===== src/rtl/wb_pkg.sv =====
// ---------------------------------------------------------------------------
// wb_pkg : shared widths and queue entry type for the writeback queue
// Revision: 1.0
// ---------------------------------------------------------------------------
`default_nettype none

package wb_pkg;

  localparam int ADDR_W = 5;
  localparam int DATA_W = 16;

  typedef struct packed {
    logic [ADDR_W-1:0] addr;
    logic [DATA_W-1:0] data;
  } wb_entry_t;

endpackage

`default_nettype wire


===== src/rtl/wb_fifo.sv =====
// ---------------------------------------------------------------------------
// wb_fifo : 2-write / 2-read circular buffer of writeback entries
// Revision: 1.0
// ---------------------------------------------------------------------------
`default_nettype none

module wb_fifo
  import wb_pkg::*;
#(
  parameter int DEPTH = 8
) (
  input  logic                       clock_i,
  input  logic                       reset_i,
  input  logic                       wrA_i,
  input  wb_entry_t                  entA_i,
  input  logic                       wrB_i,
  input  wb_entry_t                  entB_i,
  input  logic [1:0]                 rdCnt_i,
  output wb_entry_t                  head_o,
  output wb_entry_t                  head1_o,
  output wb_entry_t                  entries_o [DEPTH],
  output logic [$clog2(DEPTH)-1:0]   headPtr_o,
  output logic [$clog2(DEPTH):0]     count_o
);

  localparam int PTR_W = $clog2(DEPTH);
  localparam int CNT_W = PTR_W + 1;

  wb_entry_t        mem_q [DEPTH];
  logic [PTR_W-1:0] head_q, head_d;
  logic [PTR_W-1:0] tail_q, tail_d;
  logic [PTR_W-1:0] tailP1;
  logic [PTR_W-1:0] headP1;
  logic [CNT_W-1:0] count_q, count_d;

  assign tailP1 = tail_q + 1'b1;
  assign headP1 = head_q + 1'b1;

  always_comb begin
    tail_d  = tail_q + PTR_W'(wrA_i) + PTR_W'(wrB_i);
    head_d  = head_q + PTR_W'(rdCnt_i);
    count_d = count_q + CNT_W'(wrA_i) + CNT_W'(wrB_i) - CNT_W'(rdCnt_i);
  end

  always_ff @(posedge clock_i) begin
    if (reset_i) begin
      head_q  <= '0;
      tail_q  <= '0;
      count_q <= '0;
    end else begin
      head_q  <= head_d;
      tail_q  <= tail_d;
      count_q <= count_d;
    end
  end

  // Storage needs no reset: only slots inside [head, head+count) are ever observed.
  always_ff @(posedge clock_i) begin
    if (wrA_i) mem_q[tail_q] <= entA_i;
    if (wrB_i) mem_q[wrA_i ? tailP1 : tail_q] <= entB_i;
  end

  assign head_o    = mem_q[head_q];
  assign head1_o   = mem_q[headP1];
  assign entries_o = mem_q;
  assign headPtr_o = head_q;
  assign count_o   = count_q;

endmodule

`default_nettype wire


===== src/rtl/writeback_queue.sv =====
// ---------------------------------------------------------------------------
// writeback_queue : in-order result buffer draining two writes per cycle to
//                   the register file, with combinational pending-write forwarding
// Revision: 1.0
// ---------------------------------------------------------------------------
`default_nettype none

module writeback_queue #(
  parameter int DEPTH  = 8,
  parameter int ADDR_W = wb_pkg::ADDR_W,
  parameter int DATA_W = wb_pkg::DATA_W
) (
  input  logic              clock_i,
  input  logic              reset_i,
  input  logic              resAValid_i,
  input  logic [ADDR_W-1:0] resAAddr_i,
  input  logic [DATA_W-1:0] resAData_i,
  input  logic              resBValid_i,
  input  logic [ADDR_W-1:0] resBAddr_i,
  input  logic [DATA_W-1:0] resBData_i,
  output logic              resReady_o,
  input  logic              holdWb_i,
  output logic              writeEnablePortA_o,
  output logic [ADDR_W-1:0] writeAPortAddr_o,
  output logic [DATA_W-1:0] writeAPortData_o,
  output logic              writeEnablePortB_o,
  output logic [ADDR_W-1:0] writeBPortAddr_o,
  output logic [DATA_W-1:0] writeBPortData_o,
  input  logic [ADDR_W-1:0] qryAddr_i,
  output logic              qryHit_o,
  output logic [DATA_W-1:0] qryData_o,
  output logic              wbIdle_o
);

  localparam int PTR_W = $clog2(DEPTH);
  localparam int CNT_W = PTR_W + 1;

  wb_pkg::wb_entry_t entA, entB, head, head1;
  wb_pkg::wb_entry_t entries [DEPTH];
  logic [PTR_W-1:0]  headPtr;
  logic [CNT_W-1:0]  count;
  logic [CNT_W-1:0]  countNext;
  logic [CNT_W-1:0]  freeNext;
  logic [1:0]        deqCnt;
  logic              acceptA, acceptB, issueA, issueB;

  logic              weA_q, weA_d, weB_q, weB_d;
  logic [ADDR_W-1:0] addrA_q, addrA_d, addrB_q, addrB_d;
  logic [DATA_W-1:0] dataA_q, dataA_d, dataB_q, dataB_d;
  logic              ready_q, ready_d, idle_q, idle_d;

  assign acceptA = resAValid_i & ready_q;
  assign acceptB = resBValid_i & ready_q;
  assign entA    = '{addr: resAAddr_i, data: resAData_i};
  assign entB    = '{addr: resBAddr_i, data: resBData_i};

  wb_fifo #(
    .DEPTH (DEPTH)
  ) u_fifo (
    .clock_i   (clock_i),
    .reset_i   (reset_i),
    .wrA_i     (acceptA),
    .entA_i    (entA),
    .wrB_i     (acceptB),
    .entB_i    (entB),
    .rdCnt_i   (deqCnt),
    .head_o    (head),
    .head1_o   (head1),
    .entries_o (entries),
    .headPtr_o (headPtr),
    .count_o   (count)
  );

  // A same-address pair drains one per cycle so the younger write lands last.
  always_comb begin
    issueA = 1'b0;
    issueB = 1'b0;
    if (!holdWb_i) begin
      issueA = (count != '0);
      issueB = (count >= CNT_W'(2)) && (head1.addr != head.addr);
    end
    deqCnt    = {1'b0, issueA} + {1'b0, issueB};
    countNext = count + CNT_W'(acceptA) + CNT_W'(acceptB) - CNT_W'(deqCnt);
    freeNext  = CNT_W'(DEPTH) - countNext;
  end

  always_comb begin
    weA_d   = issueA;
    addrA_d = '0;
    dataA_d = '0;
    weB_d   = issueB;
    addrB_d = '0;
    dataB_d = '0;
    if (issueA) begin
      addrA_d = head.addr;
      dataA_d = head.data;
    end
    if (issueB) begin
      addrB_d = head1.addr;
      dataB_d = head1.data;
    end
    ready_d = (freeNext >= CNT_W'(2));
    idle_d  = (countNext == '0) && !issueA && !issueB;
  end

  always_ff @(posedge clock_i) begin
    if (reset_i) begin
      weA_q   <= 1'b0;
      addrA_q <= '0;
      dataA_q <= '0;
      weB_q   <= 1'b0;
      addrB_q <= '0;
      dataB_q <= '0;
      ready_q <= 1'b1;
      idle_q  <= 1'b1;
    end else begin
      weA_q   <= weA_d;
      addrA_q <= addrA_d;
      dataA_q <= dataA_d;
      weB_q   <= weB_d;
      addrB_q <= addrB_d;
      dataB_q <= dataB_d;
      ready_q <= ready_d;
      idle_q  <= idle_d;
    end
  end

  // Oldest first so each later (younger) match overrides: port A, port B, head..tail.
  always_comb begin
    logic [PTR_W-1:0] idx;
    idx       = '0;
    qryHit_o  = 1'b0;
    qryData_o = '0;
    if (weA_q && (addrA_q == qryAddr_i)) begin
      qryHit_o  = 1'b1;
      qryData_o = dataA_q;
    end
    if (weB_q && (addrB_q == qryAddr_i)) begin
      qryHit_o  = 1'b1;
      qryData_o = dataB_q;
    end
    for (int i = 0; i < DEPTH; i++) begin
      idx = headPtr + PTR_W'(i);
      if ((CNT_W'(i) < count) && (entries[idx].addr == qryAddr_i)) begin
        qryHit_o  = 1'b1;
        qryData_o = entries[idx].data;
      end
    end
  end

  assign resReady_o         = ready_q;
  assign wbIdle_o           = idle_q;
  assign writeEnablePortA_o = weA_q;
  assign writeAPortAddr_o   = addrA_q;
  assign writeAPortData_o   = dataA_q;
  assign writeEnablePortB_o = weB_q;
  assign writeBPortAddr_o   = addrB_q;
  assign writeBPortData_o   = dataB_q;

endmodule

`default_nettype wire


===== config.mk =====
export PLATFORM = sky130hd
export DESIGN_NAME = writeback_queue
export DESIGN_NICKNAME = d
export VERILOG_FILES = /design/src/rtl/wb_pkg.sv /design/src/rtl/wb_fifo.sv /design/src/rtl/writeback_queue.sv
export SDC_FILE = /design/constraint.sdc
export NUM_CORES = 1
export LEC_CHECK = 0
export CORE_UTILIZATION = 30
export CTS_CLUSTER_SIZE = 40
export DETAILED_ROUTE_END_ITERATION = 7
export GPL_TIMING_DRIVEN = 0
export PLACE_DENSITY = 0.45
export SYNTH_ARGS = -nofsm -noshare
export SYNTH_HDL_FRONTEND = slang
export SYNTH_SLANG_ARGS = --single-unit

===== constraint.sdc =====
create_clock -name clock_i -period 14.55 [get_ports clock_i]
set_clock_uncertainty 0.1 [all_clocks]
set_input_delay 3.6375 -clock clock_i [delete_from_list [all_inputs] [get_ports clock_i]]
set_output_delay 3.6375 -clock clock_i [all_outputs]
set_load 0.01 [all_outputs]

==> results by group <==
Worst setup path
  • Sort of element at the end of the critical path: primary output
  • Cell depth of the worst flop-to-flop path: 25
  • Class of the most critical setup path: primary input to primary output
  • Reg-to-reg setup timing slack: 6.03 ns
  • CP Max Fanout: 10
  • R2R Path Start: u_fifo.headPtr_o[1]$_SDFF_PP0_
  • Data required time at the worst endpoint: 10.81 ns
  • Terminus of the critical flop-to-flop path: resReady_o$_SDFF_PP1_
  • Category of the worst setup path launch point: primary input
  • Signal arrival time at the worst endpoint: ~7.6 ns

Clock tree
  • Hold buffer count at CTS: 0
  • Number of buffers on the longest clock path: 3
  • Clk Tree Root Cell: sky130_fd_sc_hd__clkbuf_16
  • Setup repair bufs after CTS: 0
  • Clock transition at path regs: 0.06 ns
  • Number of buffers inserted during clock tree synthesis: 27
  • CTS tree: built
  • Later-pin clock latency in the skew report: about 0.55 ns
  • Number of sinks driven by the clock tree: 224
  • H-tree levels: 1
  • PostCTS Resize Cnt: 0

Timing
  • Setup repair after global routing missed its margin: no
  • Relative slew margins: 36.5%
  • Min cycle time layout: 11.38 ns
  • Max frequency: 0.0879 GHz
  • Number of pins exceeding their max-slew limit in the final report: 0
  • Final setup vio count: 0
  • Final setup TNS: 0 ns
  • Transition time at the pin with the least slew margin: 0.948 ns
  • Share of the cycle needed by the critical path after routing: 78.2%
  • Number of endpoints with negative hold slack in the final report: 0

Logic synthesis
  • Number of synthesized register bits: 224
  • Portion of the post-synthesis area used by sequential elements: 24.9%
  • Main combinational cell family by area after synthesis: multiplexers
  • Synth Area per Inst: 9.73 sq um
  • Total of warnings raised by yosys: 0
  • Nets in the synthesized netlist: 1,922
  • Post-synthesis cell type count: ~70
  • Cell area after synthesis: 18,000 sq um
  • Top FF cell, synth: sky130_fd_sc_hd__dfxtp_1
  • Area share of xor/xnor cells in the synthesized design: 3.24%
  • Simple-gate portion of the synthesized area: 12.3%
  • Number of enable flip-flop cells after synthesis: 0
  • Async set-or-reset flop fraction in the synthesized netlist: 0%
  • Synthesized netlist cell count: 1,852
  • Portion of netlist area occupied by mux cells: between 40% and 50%
  • Synthesized-area fraction occupied by ao, oa, aoi and oai cells: 11.4%
  • Post-Synth Adder-Cell Area: under 10%

Status
  • Status: finished with violations
  • Failing checks: design-rule violations

GRT
  • GR Util All Layers: 22.4%
  • Global-route wire length before repair: around 100,000 um
  • Antenna violations before repair: 5
  • Largest net degree at the start of global routing: 13
  • Grt ovf: 0
  • Via count of the first global-routing pass: 15,299

Power and ir drop
  • Reg power frac: 26.6%
  • Switching share of power: 46.4%
  • Standby leakage power: roughly 7.6 nW
  • Clk pwr share: 12.8%
  • Internal Dissipation: 2.82 mW
  • P_sw: 2.44 mW
  • Combinational Power Share: just over 60%
  • Power per Cell Area: 256 nW/um^2
  • Worst ir drop on vdd: 96.0 uV

Hold path
  • Worst min-delay path category: flop to flop
  • Hold Path Depth: 2
  • Worst hold path endpoint: u_fifo.entries_o[51]$_DFF_P_
  • Hold path startpoint: u_fifo.entries_o[51]$_DFF_P_

Place
  • Placed wire-length estimate: 57,200 um
  • Count of placed standard cells including taps: around 2,700
  • Placer congestion estimate: 0.913
  • Count of buffers from port buffering: 69

Floorplanning
  • Initial standard-cell utilization of the core: 30.5%
  • Core outline area: 59,100 sq um
  • Overall die width: roughly 250 um
  • Chip Height: 247 um
  • Count of standard-cell rows: 89
  • Die ar.: 61,000 sq um
  • Top-level I/O count: 115

Finish
  • Area delta synth->final: 14.1%
  • Layout cell share with drive strength beyond 1: approximately 17%
  • Most used cells in the layout excluding fill and tap cells: 319 x sky130_fd_sc_hd__mux2i_1, 224 x sky130_fd_sc_hd__dfxtp_1, 165 x sky130_fd_sc_hd__nor2_1, 160 x sky130_fd_sc_hd__mux4_2, 151 x sky130_fd_sc_hd__nand2_1
  • Fin cells: ~2,700
  • Net count of the finished layout: 2,020
  • Commonest non-fill, non-tap cell in the layout: sky130_fd_sc_hd__mux2i_1
  • Number of fillers in the final layout: ~6,000

Drt
  • First-pass DRT Iterations: 8
  • Wire length per cell after detailed routing: 25.1 um
  • Number of design rule violations left after detail routing: 24
  • DRT antenna net count: 0
  • Final Routed Wirelength: 68,900 um
  • Average vias per placed instance: 5.70
  • Number of DRC markers in iteration 0: 1,623
  • Count of vias placed by the detailed router: ~16,000

Job
  • Number of maximum-capacitance violations: 0
==> through the flow <==
step / instance area [sq um] / power [mW] / hold WS, ns / utilization, % / worst slack, ns
4_1_cts: 20500 / 5.20 / 0.493 / 34.7 / 3.04
3_5_place_dp: 19700 / 4.52 / 0.484 / 33.3 / 3.08
5_1_grt: 20500 / 5.56 / 0.531 / 34.8 / 2.91
2_1_floorplan: 18000 / 3.41 / 0.435 / - / 5.02
3_3_place_gp: 19700 / 4.47 / 0.470 / 33.3 / 3.06
6_report: 20600 / 5.26 / 0.498 / 34.8 / 3.17
==> metal layers <==
metal	global-route usage [%]	share of wire [%]	vias to the layer above
li1	-	-	7168
met1	32.4	46	7723
met2	34.4	44	693
met5	0	0.016	-
met4	5.05	1.6	2
met3	4.08	8.1	75
==> worst max-delay path, stage by stage <==
cell                              delay [ns]
sky130_fd_sc_hd__clkdlybuf4s50_1        0.58
sky130_fd_sc_hd__buf_2                  0.34
sky130_fd_sc_hd__xor2_1                 0.12
sky130_fd_sc_hd__nor4_1                 0.27
sky130_fd_sc_hd__nand3_1                0.20
sky130_fd_sc_hd__nor2_1                 0.46
sky130_fd_sc_hd__clkbuf_1               0.49
sky130_fd_sc_hd__a22oi_1                0.15
sky130_fd_sc_hd__mux2i_1                0.17
sky130_fd_sc_hd__a211oi_1               0.10
sky130_fd_sc_hd__o31ai_1                0.47
sky130_fd_sc_hd__clkdlybuf4s50_1        0.63
==> registers in the layout (all words and copies together), names as in the netlist <==
name	count
u_fifo.entries_o	168
writeAPortData_o	16
writeBPortData_o	16
writeAPortAddr_o	5
writeBPortAddr_o	5
u_fifo.count_o	4
u_fifo.headPtr_o	3
u_fifo.tail_q	3
resReady_o	1
wbIdle_o	1
writeEnablePortA_o	1
writeEnablePortB_o	1
==> synthesized netlist by cell type, types with 8 or more instances <==
master                       n  area, sq um
sky130_fd_sc_hd__o22a_1     18          158
sky130_fd_sc_hd__nor3_1     15         75.1
sky130_fd_sc_hd__mux2_2     19          214
sky130_fd_sc_hd__xnor2_1    35          307
sky130_fd_sc_hd__a31oi_1    17          106
sky130_fd_sc_hd__a21oi_1    88          440
sky130_fd_sc_hd__buf_4      10         75.1
sky130_fd_sc_hd__clkbuf_2   20          100
sky130_fd_sc_hd__clkbuf_1   87          327
sky130_fd_sc_hd__nand3b_1    8         60.1
sky130_fd_sc_hd__o21ai_1     9         45.0
sky130_fd_sc_hd__nor3b_1    13         97.6
sky130_fd_sc_hd__xor2_1     26          228
sky130_fd_sc_hd__o211ai_1   15          113
sky130_fd_sc_hd__mux4_1     12          315
sky130_fd_sc_hd__buf_1      29          109
sky130_fd_sc_hd__nor2_1    165          619
sky130_fd_sc_hd__nand2b_1   22          138
sky130_fd_sc_hd__inv_1      17         63.8
sky130_fd_sc_hd__nand2_1   151          567
sky130_fd_sc_hd__mux2i_1   319         3190
sky130_fd_sc_hd__or4_1      16          120
sky130_fd_sc_hd__a22oi_1    16          120
sky130_fd_sc_hd__a211oi_1   16          120
sky130_fd_sc_hd__buf_2      50          250
sky130_fd_sc_hd__ha_1       14          175
sky130_fd_sc_hd__nand4_1    25          156
sky130_fd_sc_hd__mux4_2    160         3600
sky130_fd_sc_hd__nand3_1    30          150
sky130_fd_sc_hd__o21ai_0    97          485
sky130_fd_sc_hd__dfxtp_1   224         4480
sky130_fd_sc_hd__o22ai_1    23          144
sky130_fd_sc_hd__o31ai_1    15          113
==> cells by family after synthesis <==
| group | Yosys count |
|---|---|
| AO/OA/AOI/OAI | 335 |
| buffers and inverters | 221 |
| adder cells (fa/ha/maj) | 18 |
| flip-flops | 224 |
| multiplexers | 515 |
| AND/OR/NAND/NOR | 475 |
| XOR/XNOR | 64 |
==> how the worst max path moves through the flow <==
stage            startpoint             to  slack, ns
3_5_place_dp   qryAddr_i[4]   qryData_o[4]       3.08
2_1_floorplan  qryAddr_i[3]  qryData_o[10]       5.02
3_3_place_gp   qryAddr_i[4]   qryData_o[4]       3.06
6_report       qryAddr_i[4]   qryData_o[4]       3.17
4_1_cts        qryAddr_i[4]   qryData_o[4]       3.04
5_1_grt        qryAddr_i[4]   qryData_o[4]       2.91
==> cell type report <==
cell class	instances	area, sq um	area share (%)
multi-input cells	1407	12500	60.8
flip-flops and latches	224	4480	21.8
well taps	773	967	4.71
plain buffers	203	962	4.68
clock buffers	39	771	3.75
repair buffers	69	691	3.36
clock inverters	8	100	0.487
inverters	18	67.6	0.329
diodes	5	12.5	0.0609
==> power by group through the flow <==
stage | logic [mW] | registers, mW | clock network (mW)
after floorplan | 2.26 | 1.15 | 0
after global placement | 3.12 | 1.34 | 0
after detailed placement | 3.14 | 1.38 | 0
after CTS | 3.15 | 1.36 | 0.686
after global routing | 3.42 | 1.43 | 0.711
final | 3.18 | 1.40 | 0.675
Power figures use the tool's default switching activity.
